File: src/rtl/mem_arb_pkg.sv
// Shared encodings for the unified-memory arbiter: FSM states and transaction owner.
package mem_arb_pkg;

  typedef enum logic [1:0] {
    IDLE  = 2'd0,
    ISSUE = 2'd1,
    WAIT  = 2'd2
  } state_e;

  typedef enum logic {
    OWN_IF = 1'b0,
    OWN_D  = 1'b1
  } owner_e;

endpackage

File: src/rtl/mem_arb_pick.sv
// Winner selection between fetch and data requests, with a bounded data-run counter
// so a continuously busy load/store unit cannot starve instruction fetch.
module mem_arb_pick #(
  parameter int MAX_DATA_RUN = 4
) (
  input  logic clk,
  input  logic rst,
  input  logic if_req,
  input  logic d_req,
  input  logic grant_en,
  output logic pick_d,
  output logic pick_valid
);

  localparam int CW = $clog2(MAX_DATA_RUN + 1);
  localparam logic [CW-1:0] RUN_MAX = CW'(MAX_DATA_RUN);

  logic [CW-1:0] run_cnt_q;
  logic [CW-1:0] run_cnt_d;

  always_comb begin
    pick_valid = if_req | d_req;
    pick_d     = d_req && (!if_req || (run_cnt_q < RUN_MAX));
    run_cnt_d  = run_cnt_q;
    // The counter only moves on an actual grant; it never exceeds RUN_MAX because
    // data stops winning against a pending fetch once the limit is reached.
    if (grant_en && pick_valid) begin
      if (pick_d && if_req) begin
        run_cnt_d = run_cnt_q + CW'(1);
      end else begin
        run_cnt_d = '0;
      end
    end
  end

  always_ff @(posedge clk or negedge rst) begin
    if (!rst) begin
      run_cnt_q <= '0;
    end else begin
      run_cnt_q <= run_cnt_d;
    end
  end

endmodule

File: src/rtl/mem_arbiter.sv
// Serialises instruction-fetch and load/store accesses onto one single-ported memory,
// one outstanding transaction at a time (IDLE -> ISSUE -> WAIT).
module mem_arbiter
  import mem_arb_pkg::*;
#(
  parameter int AW           = 32,
  parameter int DW           = 32,
  parameter int MAX_DATA_RUN = 4
) (
  input  logic            clk,
  input  logic            rst,
  input  logic            if_req,
  input  logic [AW-1:0]   if_addr,
  output logic            if_gnt,
  output logic            if_rvalid,
  output logic [DW-1:0]   if_rdata,
  input  logic            d_req,
  input  logic            d_we,
  input  logic [AW-1:0]   d_addr,
  input  logic [DW-1:0]   d_wdata,
  input  logic [DW/8-1:0] d_be,
  output logic            d_gnt,
  output logic            d_rvalid,
  output logic [DW-1:0]   d_rdata,
  output logic            mem_req,
  output logic            mem_we,
  output logic [AW-1:0]   mem_addr,
  output logic [DW-1:0]   mem_wdata,
  output logic [DW/8-1:0] mem_be,
  input  logic            mem_gnt,
  input  logic            mem_rvalid,
  input  logic [DW-1:0]   mem_rdata,
  output logic            busy
);

  state_e            state_q, state_d;
  owner_e            owner_q, owner_d;
  logic              mem_req_q, mem_req_d;
  logic              mem_we_q, mem_we_d;
  logic [AW-1:0]     mem_addr_q, mem_addr_d;
  logic [DW-1:0]     mem_wdata_q, mem_wdata_d;
  logic [DW/8-1:0]   mem_be_q, mem_be_d;
  logic              grant_en;
  logic              pick_d;
  logic              pick_valid;

  mem_arb_pick #(
    .MAX_DATA_RUN(MAX_DATA_RUN)
  ) u_pick (
    .clk       (clk),
    .rst       (rst),
    .if_req    (if_req),
    .d_req     (d_req),
    .grant_en  (grant_en),
    .pick_d    (pick_d),
    .pick_valid(pick_valid)
  );

  // Handshake: a requester holds req and fields until its gnt pulse (issued only in
  // IDLE); memory accepts in ISSUE via mem_gnt and answers in WAIT via mem_rvalid.
  always_comb begin
    state_d     = state_q;
    owner_d     = owner_q;
    mem_req_d   = mem_req_q;
    mem_we_d    = mem_we_q;
    mem_addr_d  = mem_addr_q;
    mem_wdata_d = mem_wdata_q;
    mem_be_d    = mem_be_q;
    if_gnt      = 1'b0;
    d_gnt       = 1'b0;
    if_rvalid   = 1'b0;
    d_rvalid    = 1'b0;
    if_rdata    = '0;
    d_rdata     = '0;
    grant_en    = (state_q == IDLE);

    unique case (state_q)
      IDLE: begin
        if (pick_valid) begin
          state_d   = ISSUE;
          mem_req_d = 1'b1;
          if (pick_d) begin
            // Gated by rst so a request held during reset never sees a grant.
            d_gnt       = rst;
            owner_d     = OWN_D;
            mem_we_d    = d_we;
            mem_addr_d  = d_addr;
            mem_wdata_d = d_wdata;
            mem_be_d    = d_be;
          end else begin
            if_gnt      = rst;
            owner_d     = OWN_IF;
            mem_we_d    = 1'b0;
            mem_addr_d  = if_addr;
            mem_wdata_d = '0;
            mem_be_d    = '1;
          end
        end
      end
      ISSUE: begin
        if (mem_gnt) begin
          state_d   = WAIT;
          mem_req_d = 1'b0;
        end
      end
      WAIT: begin
        if (mem_rvalid) begin
          state_d = IDLE;
          if (owner_q == OWN_D) begin
            d_rvalid = 1'b1;
            d_rdata  = mem_rdata;
          end else begin
            if_rvalid = 1'b1;
            if_rdata  = mem_rdata;
          end
        end
      end
      default: begin
        state_d   = IDLE;
        mem_req_d = 1'b0;
      end
    endcase
  end

  always_ff @(posedge clk or negedge rst) begin
    if (!rst) begin
      state_q     <= IDLE;
      owner_q     <= OWN_IF;
      mem_req_q   <= 1'b0;
      mem_we_q    <= 1'b0;
      mem_addr_q  <= '0;
      mem_wdata_q <= '0;
      mem_be_q    <= '0;
    end else begin
      state_q     <= state_d;
      owner_q     <= owner_d;
      mem_req_q   <= mem_req_d;
      mem_we_q    <= mem_we_d;
      mem_addr_q  <= mem_addr_d;
      mem_wdata_q <= mem_wdata_d;
      mem_be_q    <= mem_be_d;
    end
  end

  assign mem_req   = mem_req_q;
  assign mem_we    = mem_we_q;
  assign mem_addr  = mem_addr_q;
  assign mem_wdata = mem_wdata_q;
  assign mem_be    = mem_be_q;
  assign busy      = (state_q != IDLE);

endmodule

File: config.mk
export PLATFORM = sky130hd
export DESIGN_NAME = mem_arbiter
export DESIGN_NICKNAME = d
export VERILOG_FILES = /design/src/rtl/mem_arb_pkg.sv /design/src/rtl/mem_arb_pick.sv /design/src/rtl/mem_arbiter.sv
export SDC_FILE = /design/constraint.sdc
export NUM_CORES = 1
export LEC_CHECK = 0
export CORE_AREA = 2 2 107 109
export DETAILED_ROUTE_END_ITERATION = 12
export DIE_AREA = 0 0 109 111
export GPL_TIMING_DRIVEN = 1
export HOLD_SLACK_MARGIN = 0.15
export PLACE_DENSITY_LB_ADDON = 0.05
export SLEW_MARGIN = 15
export SYNTH_ARGS = -nofsm -noshare
export SYNTH_HDL_FRONTEND = slang
export SYNTH_SLANG_ARGS = --single-unit
File: constraint.sdc
create_clock -name clk -period 4 [get_ports clk]
set_clock_uncertainty 0.05 [all_clocks]
set_input_delay 0.8 -clock clk [delete_from_list [all_inputs] [get_ports clk]]
set_output_delay 0.8 -clock clk [all_outputs]
set_load 0.1 [all_outputs]
=== Word level (Yosys, flattened, before mapping) ===
Index checks and enable logic that the tools add are counted.

* Add/sub/neg operators: 1
* Multipliers: 0
* Divide/modulo/power cells: 0
* Magnitude comparators: 1
* Eq/ne operators: 5
* Shifts and indexed selects: 0
* Mux-type cells: 31
* Bitwise operators: 2
* Reductions and logical operators: 10

{| class="wikitable"
|+ Operator list
! operator !! count
|-
| two-way mux 32 bit || 8
|-
| two-way mux 1 bit || 16
|-
| two-way mux 2 bit || 3
|-
| != test 2 bit (second input constant) || 3
|-
| one-hot mux 2 bit (3 select lines) || 1
|-
| AND reduction 3 bit || 2
|-
| two-way mux 4 bit || 1
|-
| adder 3 x 1 -> 3 bit (second input constant) || 1
|-
| logical AND 1 bit || 3
|-
| less-than comparator 3 bit (second input constant) || 1
|-
| two-way mux 3 bit || 1
|-
| one-hot mux 1 bit (3 select lines) || 1
|-
| equality test 2 x 1 -> 1 bit (second input constant) || 1
|-
| equality test 2 bit (second input constant) || 1
|-
| zero test 2 bit || 1
|-
| AND reduction 2 bit || 1
|-
| nonzero test 2 bit || 1
|-
| zero test 1 bit || 1
|-
| logical OR 1 bit || 1
|-
| inverter 1 bit || 1
|-
| OR 1 bit || 1
|}

* Bits in registers: 76
* Latch bits: 0
* Bits in writable memories: 0
* Bits in read-only memories: 0
* Input bits: 139
* Logic and storage cells: 58
* Memories kept: 0

=== Longest topological paths before layout ===
Gate-level depths: netlist of run 1.

* Word-level depth: 6
* Mapped depth: 6

=== By module ===
A second synthesis of run 1 with hierarchy kept.

* Cells, all modules: 408
* Area, all modules: 3744.8 µm²

{| class="wikitable"
|+ Modules (own cells, without submodules)
! module !! instances !! cells each !! area an instance (µm²) !! seq. area each (µm²)
|-
| mem_arbiter || 1 || 397 || 3594.7 || 1826.8
|-
| mem_arb_pick || 1 || 11 || 150.1 || 75.1
|}

=== Least setup slack after synthesis of run 1 ===
Ideal clock, no wire load.

* Path type: input -> output
* Start: input port mem_rvalid
* End: output port d_rdata[22]
* Data arrival time: 2.884 ns
* Path slack: 0.266 ns
* Stages: 3
* Buffers on the path: 1
* Cell sequence: and4_1 -> clkbuf_1 -> and2_1

* Longest elaborated chain between the ends: 2

{| class="wikitable"
|+ Ends and longest elaborated chain
! item !! RTL line !! RTL
|-
| start: declaration || mem_arbiter.sv:31 || <nowiki>input logic mem_rvalid,</nowiki>
|-
| two-way mux 32 bit || mem_arbiter.sv:107 || <nowiki>if (mem_rvalid) begin</nowiki>
|-
| two-way mux 32 bit || mem_arbiter.sv:77 || <nowiki>unique case (state_q)</nowiki>
|-
| end: declaration || mem_arbiter.sv:24 || <nowiki>output logic [DW-1:0] d_rdata,</nowiki>
|}

No other way between the ends.

=== Worst setup path in the final report of run 1 ===
* Start: input port mem_rvalid
* End: output port d_rdata[18]

The elaborated chain is that of the path after synthesis.

==> run_results.csv, run 1 <==
group,metric,value,unit
yosys,synth_xor_area_frac,0,
critical_path,timing.critical_path.arrival,2210,ps
clocking,clk_pin_slew,70,ps
sta,slew_headroom,0.296,
global_routing,first_pass_grt_wire_length,21.9,mm
sta,unrepaired_setup_endpoints_after_global_routing,"false",
final_layout,post_route_cells_drive_above_1_share,0.159,
global_routing,grt_start_max_net_pins,54,
run_status,run_status,"finished clean",
floorplanning,horizontal_die_dimension,109,µm
routing,final_antenna_net_count,0,
floorplanning,placeableCoreArea,0.0111,mm²
yosys,synth_area_leader_cell,"sky130_fd_sc_hd__dfrtp_1",
critical_path,critPathMaxFanout,33,
job,drv.max_cap_violation_count,0,
critical_path,cpPeakStageDelay,510,ps
routing,drc_errors,0,
final_layout,antenna_cells_inserted,0,
floorplanning,dieArea,0.0121,mm²
yosys,synth_area_in_simple_gates,0.203,
final_layout,layout-area-overhead-vs-synth,107,%
yosys,synth_area_per_cell,9.87,µm²
clocking,cts_resized,0,
sta,fmaxAchievable,0.327,GHz
yosys,yosysTopAreaCellShare,0.527,
yosys,compound_gate_portion_of_the_synthesized_area,0.209,
clocking,clk_latency,330,ps
clocking,cts_root_buffer,"sky130_fd_sc_hd__clkbuf_16",
sta,period_share,0.764,
yosys,synth_edf_count,0,
critical_path,worstSetupPathType,"input pin to primary output",
power_and_ir_drop,leakage_power,3.16,nW
yosys,synth_area_leaders,"sky130_fd_sc_hd__dfrtp_1, sky130_fd_sc_hd__and2_1, sky130_fd_sc_hd__a22o_1",
critical_path,critPathLaunchType,"input pin",
yosys,synth-adder-area-share,0.00347,
critical_path,required,3150,ps
yosys,synth-async-reset-ratio,1.00,
clocking,max-clock-path-buffers,2,
critical_path,path_cells,"clkdlybuf4s50_1, and4_1, buf_4, and2_1, buf_12",
yosys,syn_nets,506,
global_routing,grt_pass1_vias,3646,
sta,timing.final.hold_violations,0,
yosys,synth_area,0.00361,mm²
min_path,hold_class,"input pin to asynchronous set/reset pin",
critical_path,critical_path.endpoint_type,"primary output",
routing,vias_cell,4.83,
yosys,synth_flop_type,"sky130_fd_sc_hd__dfrtp_1",
floorplanning,floorplan.initialDensity,0.326,
clocking,cts_inserted_buffers,9,
floorplanning,placement_rows,39,
sta,tightestPinTransition,1050,ps
floorplanning,design.portCount,278,
sta,final-setup-viol-count,0,
final_layout,num-nets-final,771,
yosys,synth-seq-cells,76,
routing,total_number_of_vias,3763,
routing,drtIter0Drc,177,
global_routing,grt_use_total,0.238,
floorplanning,die_height,111,µm
sta,finalCriticalPeriod,3060,ps
yosys,yosysUniqueCellTypes,31,
yosys,synth_cells,366,
placed_design,post-dp-hpwl,11.2,mm
critical_path,crit_slowest_cell,"sky130_fd_sc_hd__clkdlybuf4s50_1",
critical_path,timing.critical_path.max_delay_family,"buffers and inverters",
critical_path,worstPathBufferInverterCount,3,
clocking,post-cts-setup-buffers,0,
sta,setup_tns,0,ps
clocking,postCtsHoldBufs,0,
final_layout,post_layout_nonfiller_instances,779,
yosys,ys_warn_count,0,
yosys,synth_seq_area_share,0.527,
sta,drv_slew,0,
clocking,clock_tree.htree_level_count,3,
power_and_ir_drop,vdd.ir_drop.worst,0.677,mV
placed_design,numPlacedInstances,763,
global_routing,grt.overflow.total,0,
clocking,tritoncts,"done",
yosys,synth_top_family_by_area,"compound AO/OA/AOI/OAI gates",
yosys,post_synth_mux_area_share,0.00312,
placed_design,gp_congestion,0.916,
clocking,tritoncts_num_sinks,76,
routing,wire_per_inst,18.6,µm
global_routing,antenna_found_initial,0,
power_and_ir_drop,ratio_of_total_power_to_cell_area,929,mW/mm²
placed_design,port_buffers,277,
routing,drt_pre_antenna_iters,6,
routing,totalWireLength,14.5,mm
## report_power, final
group / internal [mW] / leakage (nW) / switching (mW)
Clock: 0.556 / 0.163 / 0.337
Combinational: 1.18 / 2.09 / 3.54
Sequential: 1.12 / 0.909 / 0.193
## through the flow
| stage | cell area, µm² | setup slack, ps | power [mW] | util | hold WS [ps] |
|---|---|---|---|---|---|
| after floorplan | 3610 | 266 | 4.78 | - | 414 |
| after global placement | 7140 | 998 | 6.03 | 0.644 | 422 |
| after detailed placement | 7140 | 968 | 6.07 | 0.644 | 426 |
| after CTS | 7460 | 960 | 6.98 | 0.674 | 327 |
| after global routing | 7460 | 863 | 7.19 | 0.674 | 327 |
| final | 7460 | 945 | 6.93 | 0.674 | 322 |
## path summary, 6_finish.rpt
| check | to | slack (ps) | from | cells past startpoint |
|---|---|---|---|---|
| setup / recovery | d_rdata[18] | 940 | mem_rvalid | 5 |
| hold / removal | mem_wdata[7] | 320 | rst | 1 |
| setup reg to reg | u_pick.run_cnt_q[0] | 1910 | state_q[1] | 5 |
| hold reg to reg | mem_be[1] | 440 | mem_be[1] | 1 |
| max in group asynchronous | mem_addr[1] | 2590 | rst | 2 |
| min in group clk | mem_be[1] | 440 | mem_be[1] | 1 |
## cells in the mapped netlist, types with 2 or more instances
cell                        n
sky130_fd_sc_hd__a21oi_1   32
sky130_fd_sc_hd__a22o_1    35
sky130_fd_sc_hd__a31oi_1   32
sky130_fd_sc_hd__and2_1    65
sky130_fd_sc_hd__and3_1     2
sky130_fd_sc_hd__buf_2     10
sky130_fd_sc_hd__buf_4      3
sky130_fd_sc_hd__buf_6      5
sky130_fd_sc_hd__clkbuf_1  14
sky130_fd_sc_hd__dfrtp_1   76
sky130_fd_sc_hd__inv_1      3
sky130_fd_sc_hd__nand2_1   66
sky130_fd_sc_hd__nand2b_1   2
sky130_fd_sc_hd__o22a_1     4
## worst register-to-register path, stage by stage (launching register included)
cell                      delay, ps
sky130_fd_sc_hd__dfrtp_1        420
sky130_fd_sc_hd__nor2_2         140
sky130_fd_sc_hd__buf_4          380
sky130_fd_sc_hd__nand2_1        350
sky130_fd_sc_hd__buf_4          340
sky130_fd_sc_hd__mux2_2         300
## sequential cells by signal, indices dropped and copies added, names as in the netlist
name,flops
owner_q,1
mem_addr,32
u_pick.run_cnt_q,3
mem_req,1
mem_be,4
mem_wdata,32
mem_we,1
state_q,2
## layout make-up
| type | count | area (µm²) |
|---|---|---|
| fill | 865 | 3610 |
| inverter | 3 | 11.3 |
| multi-input combinational | 254 | 1520 |
| clock inverter | 7 | 103 |
| timing repair buffer | 287 | 3530 |
| sequential | 76 | 1900 |
| clock buffer | 9 | 225 |
| tap | 143 | 179 |
## cell families after synthesis
| logic type | count (synthesis) |
|---|---|
| compound gates | 110 |
| fa+ha+maj | 1 |
| buf+inv | 36 |
| flops | 76 |
| mux | 1 |
| simple gates | 142 |
## metal layers
metal | GRT usage | vias up | part of all wire
met5 | 0 | - | 0
met2 | 0.384 | 175 | 0.48
met4 | 0.0607 | 0 | 0.021
met3 | 0.0835 | 16 | 0.092
li1 | - | 1805 | -
met1 | 0.302 | 1767 | 0.41
## placed cells by master, fill, tap and decap left out, types with 2 or more instances in the layout
cell type | netlist | routed
sky130_fd_sc_hd__nand2_1 | 66 | 66
sky130_fd_sc_hd__a31oi_1 | 32 | 32
sky130_fd_sc_hd__a22o_1 | 35 | 35
sky130_fd_sc_hd__clkdlybuf4s50_1 | 0 | 208
sky130_fd_sc_hd__o22a_1 | 4 | 4
sky130_fd_sc_hd__inv_6 | 0 | 3
sky130_fd_sc_hd__and3_1 | 2 | 2
sky130_fd_sc_hd__bufinv_16 | 0 | 2
sky130_fd_sc_hd__inv_1 | 3 | 3
sky130_fd_sc_hd__buf_4 | 3 | 11
sky130_fd_sc_hd__clkbuf_16 | 0 | 9
sky130_fd_sc_hd__buf_12 | 0 | 68
sky130_fd_sc_hd__a21oi_1 | 32 | 32
sky130_fd_sc_hd__dfrtp_1 | 76 | 76
sky130_fd_sc_hd__nand2b_1 | 2 | 2
sky130_fd_sc_hd__and2_1 | 65 | 65
(Power assumes the default switching activity.)
==> run 2: changes to the inputs <==
--- a/config.mk
+++ b/config.mk
@@ -5,9 +5,9 @@
 export SDC_FILE = /design/constraint.sdc
 export NUM_CORES = 1
 export LEC_CHECK = 0
-export CORE_AREA = 2 2 107 109
+export CORE_AREA = 2 2 85 148
 export DETAILED_ROUTE_END_ITERATION = 12
-export DIE_AREA = 0 0 109 111
+export DIE_AREA = 0 0 87 150
 export GPL_TIMING_DRIVEN = 1
 export HOLD_SLACK_MARGIN = 0.15
 export PLACE_DENSITY_LB_ADDON = 0.05
==> constraint.sdc (replaced) <==
create_clock -name clk -period 2.56 [get_ports clk]
set_clock_uncertainty 0.05 [all_clocks]
set_input_delay 0.512 -clock clk [delete_from_list [all_inputs] [get_ports clk]]
set_output_delay 0.512 -clock clk [all_outputs]
set_load 0.1 [all_outputs]
==> run 2 against run 1 <==
Compared with the run above: clock power rose by 60%; core utilization shrank 5.2 points; first-iteration DRC count fell by 33%; critical endpoint is now if_rdata[23]; largest cell class unchanged; largest power group unchanged; highest routed layer unchanged.
==> run_results.csv, run 2 (synthesis results as in run 1) <==
group,metric,value,unit
critical_path,critical_path.endpoint_type,"primary output",
final_layout,num-nets-final,774,
routing,drt_pre_antenna_iters,4,
critical_path,critical_path.reg2reg.endpoint,"u_pick.run_cnt_q[0]",
min_path,hold_class,"register to register",
critical_path,worstSetupPathType,"input pin to primary output",
min_path,holdCritStartpoint,"mem_be[2]",
clocking,tritoncts_num_sinks,76,
clocking,max-clock-path-buffers,2,
critical_path,worst_setup_path_startpoint,"mem_rvalid",
sta,drv_slew,0,
floorplanning,die_height,150,µm
routing,dr.max_layer_used,"met4",
sta,fmaxAchievable,0.415,GHz
clocking,post-cts-setup-buffers,0,
global_routing,grt_use_total,0.212,
floorplanning,placement_rows,53,
min_path,min_path_cells,1,
placed_design,gp_congestion,0.843,
power_and_ir_drop,ratio_of_total_power_to_cell_area,1460,mW/mm²
final_layout,commonest_non_fill_non_tap_cells_in_the_layout,"sky130_fd_sc_hd__clkdlybuf4s50_1, sky130_fd_sc_hd__buf_4, sky130_fd_sc_hd__dfrtp_1",
final_layout,commonest_non_fill_non_tap_cell_in_the_layout,"sky130_fd_sc_hd__clkdlybuf4s50_1",
global_routing,grt_start_max_net_pins,48,
global_routing,antenna_found_initial,0,
sta,period_share,0.941,
floorplanning,horizontal_die_dimension,87,µm
sta,holdWs,438,ps
critical_path,r2r-start,"state_q[1]",
routing,wl_met1,4.85,mm
run_status,run_status,"finished clean",
critical_path,r2r_cells,4,
floorplanning,floorplan.initialDensity,0.304,
clocking,cts_inserted_buffers,9,
routing,vias_cell,4.90,
sta,slew_headroom,0.592,
final_layout,layout-area-overhead-vs-synth,104,%
clocking,clock_tree.htree_level_count,3,
placed_design,post-dp-hpwl,10.9,mm
sta,finalCriticalPeriod,2410,ps
clocking,clk_latency,320,ps
routing,routed-wl-met3,1.14,mm
clocking,cts_root_buffer,"sky130_fd_sc_hd__clkbuf_16",
routing,final_antenna_net_count,0,
critical_path,critPathMaxFanout,33,
routing,wl_met2,7.34,mm
routing,wire_per_inst,17.8,µm
floorplanning,design.portCount,278,
placed_design,port_buffers,277,
power_and_ir_drop,power.total,10.7,mW
final_layout,post_route_cells_drive_above_1_share,0.297,
final_layout,antenna_cells_inserted,0,
critical_path,timing.critical_path.arrival,1850,ps
min_path,hold_path_end,"mem_be[2]",
sta,tightestPinTransition,612,ps
sta,final-setup-viol-count,0,
routing,drtIter0Drc,119,
clocking,tritoncts,"done",
global_routing,grt_pass1_vias,3883,
critical_path,reg2reg_setup_slack,960,ps
sta,timing.final.hold_violations,0,
global_routing,first_pass_grt_wire_length,21.2,mm
placed_design,pre_cts_ws,135,ps
routing,total_number_of_vias,3803,
sta,finalWorstSetupSlack,152,ps
sta,unrepaired_setup_endpoints_after_global_routing,"false",
routing,totalWireLength,13.8,mm
floorplanning,dieArea,0.0131,mm²
routing,drc_errors,0,
power_and_ir_drop,leakage_power,3.27,nW
global_routing,grt.overflow.total,0,
critical_path,critPathLaunchType,"input pin",
job,drv.max_cap_violation_count,0,
floorplanning,placeableCoreArea,0.0119,mm²
power_and_ir_drop,vdd.ir_drop.worst,1.07,mV
critical_path,required,2000,ps
clocking,clk_pin_slew,60,ps
## run 2: cell types whose count changed in the layout (fill, tap and decap cells not counted)
cell | previous run | this run
sky130_fd_sc_hd__and2_1 | 65 | 48
sky130_fd_sc_hd__and2_2 | 0 | 17
sky130_fd_sc_hd__buf_12 | 68 | 71
sky130_fd_sc_hd__buf_4 | 11 | 81
sky130_fd_sc_hd__bufinv_16 | 2 | 3
sky130_fd_sc_hd__clkbuf_1 | 0 | 1
sky130_fd_sc_hd__clkdlybuf4s50_1 | 208 | 137
sky130_fd_sc_hd__clkinv_4 | 0 | 2
sky130_fd_sc_hd__dlygate4sd3_1 | 0 | 1
sky130_fd_sc_hd__inv_6 | 3 | 0
sky130_fd_sc_hd__inv_8 | 1 | 0
## run 2: worst max-delay path by stage
stage / cells after the start / end / slack, ps
after floorplan: 3 / d_rdata[22] / -100
after global placement: 5 / if_rdata[15] / 180
after detailed placement: 6 / mem_wdata[21] / 130
after CTS: 5 / if_rdata[2] / 140
after global routing: 5 / if_rdata[30] / 80
final: 5 / if_rdata[23] / 150
## run 2: what timing repair did
| item | CTS | global route |
|---|---|---|
| setup endpoints to repair | 0 | 0 |
| hold buffers | 1 | 0 |
| hold endpoints to repair | 2 | 0 |
| gates resized for setup | 0 | 0 |
## run 2: critical path, cell delays in order
cell	delay, ps
sky130_fd_sc_hd__clkdlybuf4s50_1	500
sky130_fd_sc_hd__nor3b_2	250
sky130_fd_sc_hd__buf_12	200
sky130_fd_sc_hd__and2_1	190
sky130_fd_sc_hd__buf_12	180
## run 2: final cells by class
cell class              count  area [µm²]
inverters                   3        11.3
multi-input cells         254        1540
clock inverters             6         113
repair buffers            290        3410
fillers                   977        4490
well taps                 137         171
flip-flops and latches     76        1900
clock buffers              10         229
## run 2: power by group
group / internal (mW) / leakage [nW] / switching (mW)
combinational: 1.72 / 2.20 / 5.50
sequential: 1.75 / 0.909 / 0.328
clock: 0.954 / 0.167 / 0.478
total: 4.43 / 3.27 / 6.31
## run 2: metrics by stage
stage               area (µm²)  cells  TNS [ps]  utilization
finish                    7380    776         0        0.621
global route              7380    776         0        0.621
CTS                       7380    776         0        0.621
detailed placement        7030    759         0        0.592
global placement          7030    759         0        0.592
floorplan                 3630    366      -104            -
## run 2: layer usage
| metal | global-route usage | up-vias |
|---|---|---|
| li1 | - | 1808 |
| met1 | 0.225 | 1763 |
| met2 | 0.382 | 208 |
| met3 | 0.0541 | 24 |
| met4 | 0.0969 | 0 |
| met5 | 0 | - |
==> run 3: changes to the inputs <==
--- a/config.mk
+++ b/config.mk
@@ -5,12 +5,14 @@
 export SDC_FILE = /design/constraint.sdc
 export NUM_CORES = 1
 export LEC_CHECK = 0
+export ABC_CLOCK_PERIOD_IN_PS = 2560
 export CORE_AREA = 2 2 85 148
 export DETAILED_ROUTE_END_ITERATION = 12
 export DIE_AREA = 0 0 87 150
 export GPL_TIMING_DRIVEN = 1
 export HOLD_SLACK_MARGIN = 0.15
 export PLACE_DENSITY_LB_ADDON = 0.05
+export REMOVE_ABC_BUFFERS = 1
 export SLEW_MARGIN = 15
 export SYNTH_ARGS = -nofsm -noshare
 export SYNTH_HDL_FRONTEND = slang
==> run 3 against run 2 <==
Compared with the run above: global-route usage increased by 0.80 points; highest routed layer unchanged; via count grew 1.5%; critical path depth is the same; sequential power hardly changed; register-to-register slack worse by 110 ps; wire length rose by 6.6%; largest cell class unchanged; final cell count is 0.13% higher.
==> run_results.csv, run 3 (synthesis results as in run 1) <==
group,metric,value,unit
run_status,run_status,"finished clean",
global_routing,antenna_found_initial,0,
routing,vias_cell,4.97,
critical_path,path_common_cell,"sky130_fd_sc_hd__buf_12",
global_routing,first_pass_grt_wire_length,21.9,mm
final_layout,multi_input_comb_area,0.00152,mm²
sta,tightestPinTransition,701,ps
sta,final-setup-viol-count,0,
routing,totalWireLength,14.7,mm
power_and_ir_drop,pwr-share-seq,0.198,
critical_path,critical_path.reg2reg.endpoint,"mem_be[0]",
placed_design,post-dp-hpwl,11.4,mm
critical_path,crit_slowest_cell,"sky130_fd_sc_hd__clkdlybuf4s50_1",
routing,drtIter0Drc,124,
critical_path,cpPeakStageDelay,490,ps
clocking,tritoncts,"done",
power_and_ir_drop,leakage_power,3.24,nW
clocking,clock_tree.htree_level_count,3,
clocking,clk_pin_slew,60,ps
floorplanning,floorplan.initialDensity,0.304,
routing,final_antenna_net_count,0,
power_and_ir_drop,ratio_of_total_power_to_cell_area,1440,mW/mm²
global_routing,grt_use_total,0.220,
clocking,cts_root_buffer,"sky130_fd_sc_hd__clkbuf_16",
sta,period_share,0.941,
placed_design,port_buffers,277,
critical_path,path_cells,"clkdlybuf4s50_1, nor3b_2, buf_12, and2_1, buf_12",
routing,drc_errors,0,
power_and_ir_drop,swShare,0.606,
critical_path,critical_path.endpoint_type,"primary output",
global_routing,grt_start_max_net_pins,56,
final_layout,commonest_non_fill_non_tap_cell_in_the_layout,"sky130_fd_sc_hd__clkdlybuf4s50_1",
clocking,tritoncts_num_sinks,76,
critical_path,cp.depth,5,
critical_path,worst_setup_path_startpoint,"mem_rvalid",
critical_path,r2r-start,"state_q[1]",
placed_design,gp_congestion,0.848,
final_layout,post_route_cells_drive_above_1_share,0.272,
power_and_ir_drop,clockPowerShare,0.117,
job,drv.max_cap_violation_count,0,
routing,drt_pre_antenna_iters,4,
final_layout,nFillCells,1013,
global_routing,grt_pass1_vias,3987,
sta,unrepaired_setup_endpoints_after_global_routing,"false",
final_layout,num-nets-final,774,
critical_path,critPathMaxFanout,33,
clocking,max-clock-path-buffers,2,
final_layout,regArea,0.00190,mm²
placed_design,pre_cts_ws,155,ps
sta,drv_slew,0,
sta,timing.final.hold_violations,0,
power_and_ir_drop,vdd.ir_drop.worst,1.06,mV
critical_path,r2r_cells,4,
floorplanning,dieArea,0.0131,mm²
critical_path,worstSetupEndpoint,"if_rdata[6]",
min_path,hold_class,"register to register",
floorplanning,placement_rows,53,
clocking,cts_inserted_buffers,9,
critical_path,worstPathBufferInverterCount,3,
sta,setup_tns,0,ps
floorplanning,horizontal_die_dimension,87,µm
final_layout,commonest_non_fill_non_tap_cells_in_the_layout,"sky130_fd_sc_hd__clkdlybuf4s50_1, sky130_fd_sc_hd__buf_4, sky130_fd_sc_hd__dfrtp_1",
critical_path,required,2000,ps
clocking,cts_resized,0,
final_layout,layout-area-overhead-vs-synth,103,%
critical_path,timing.critical_path.max_delay_family,"buffers and inverters",
routing,wire_per_inst,18.9,µm
critical_path,timing.critical_path.arrival,1850,ps
floorplanning,design.portCount,278,
sta,finalCriticalPeriod,2410,ps
global_routing,grt.overflow.total,0,
floorplanning,placeableCoreArea,0.0119,mm²
clocking,clk_latency,340,ps
critical_path,worstSetupPathType,"input pin to primary output",
power_and_ir_drop,power.total,10.6,mW
sta,fmaxAchievable,0.415,GHz
sta,finalWorstSetupSlack,150,ps
routing,total_number_of_vias,3859,
power_and_ir_drop,power.combinational.fraction,0.686,
power_and_ir_drop,internal_power,4.16,mW
critical_path,critPathLaunchType,"input pin",
critical_path,reg2reg_setup_slack,850,ps
power_and_ir_drop,power.net_switching,6.39,mW
floorplanning,die_height,150,µm
sta,slew_headroom,0.532,
==> run 3: changes by cell type in the layout (fill, tap and decap cells not counted), moves of 2 or more <==
| cell | before | now |
|---|---|---|
| sky130_fd_sc_hd__bufinv_16 | 3 | 0 |
| sky130_fd_sc_hd__inv_6 | 0 | 2 |
| sky130_fd_sc_hd__inv_8 | 0 | 2 |
| sky130_fd_sc_hd__and2_1 | 48 | 65 |
| sky130_fd_sc_hd__and2_2 | 17 | 0 |
==> run 3: worst min path at each step <==
stage                        startpoint  depth (start not counted)  slack [ps]                  end
after detailed placement            rst                          1         380         mem_addr[18]
final                     mem_wdata[17]                          1         450        mem_wdata[17]
after global placement              rst                          1         370  u_pick.run_cnt_q[0]
after global routing      mem_wdata[14]                          1         470        mem_wdata[14]
after CTS                     mem_be[2]                          1         450            mem_be[2]
after floorplan                     rst                          0         170          mem_addr[0]
==> run 3: power groups by stage <==
stage | registers, mW | logic (mW) | clock network (mW)
floorplan | 5.69 | 1.63 | 0
global placement | 2.06 | 7.24 | 0
detailed placement | 2.09 | 7.28 | 0
CTS | 2.08 | 7.29 | 1.26
global route | 2.15 | 7.48 | 1.32
finish | 2.08 | 7.23 | 1.23
==> run 3: layout make-up <==
| cell class | instances | area share |
|---|---|---|
| Timing Repair Buffer | 290 | 0.468 |
| Sequential cell | 76 | 0.260 |
| Multi-Input combinational cell | 254 | 0.208 |
| Clock buffer | 9 | 0.0308 |
| Tap cell | 137 | 0.0234 |
| Clock inverter | 7 | 0.00889 |
| Inverter | 3 | 0.00154 |
| Antenna cell | 1 | 0.000342 |
==> run 3: worst register-to-register path, stage by stage (launching register included) <==
cell	delay (ps)
sky130_fd_sc_hd__dfrtp_1	420
sky130_fd_sc_hd__nor2_2	210
sky130_fd_sc_hd__buf_4	380
sky130_fd_sc_hd__nand3_1	270
sky130_fd_sc_hd__o22a_1	280
==> run 3: repair_timing <==
item,4_1_cts,5_1_grt
buffers inserted,0,0
hold endpoints to repair,21,0
hold buffers,1,0
==> run 3: through the flow <==
stage | cells | util | hold slack [ps] | area (µm²)
final | 777 | 0.617 | 451 | 7320
after global routing | 776 | 0.616 | 471 | 7320
after floorplan | 333 | - | 166 | 3430
after global placement | 759 | 0.591 | 372 | 7020
after detailed placement | 759 | 0.591 | 379 | 7020
after CTS | 776 | 0.616 | 453 | 7320
==> run 3: routing by layer <==
| layer | share of wire | up-vias | global-route usage |
|---|---|---|---|
| met2 | 0.55 | 170 | 0.401 |
| met5 | 0 | - | 0 |
| li1 | - | 1815 | - |
| met3 | 0.072 | 19 | 0.0563 |
| met1 | 0.36 | 1855 | 0.239 |
| met4 | 0.020 | 0 | 0.0797 |
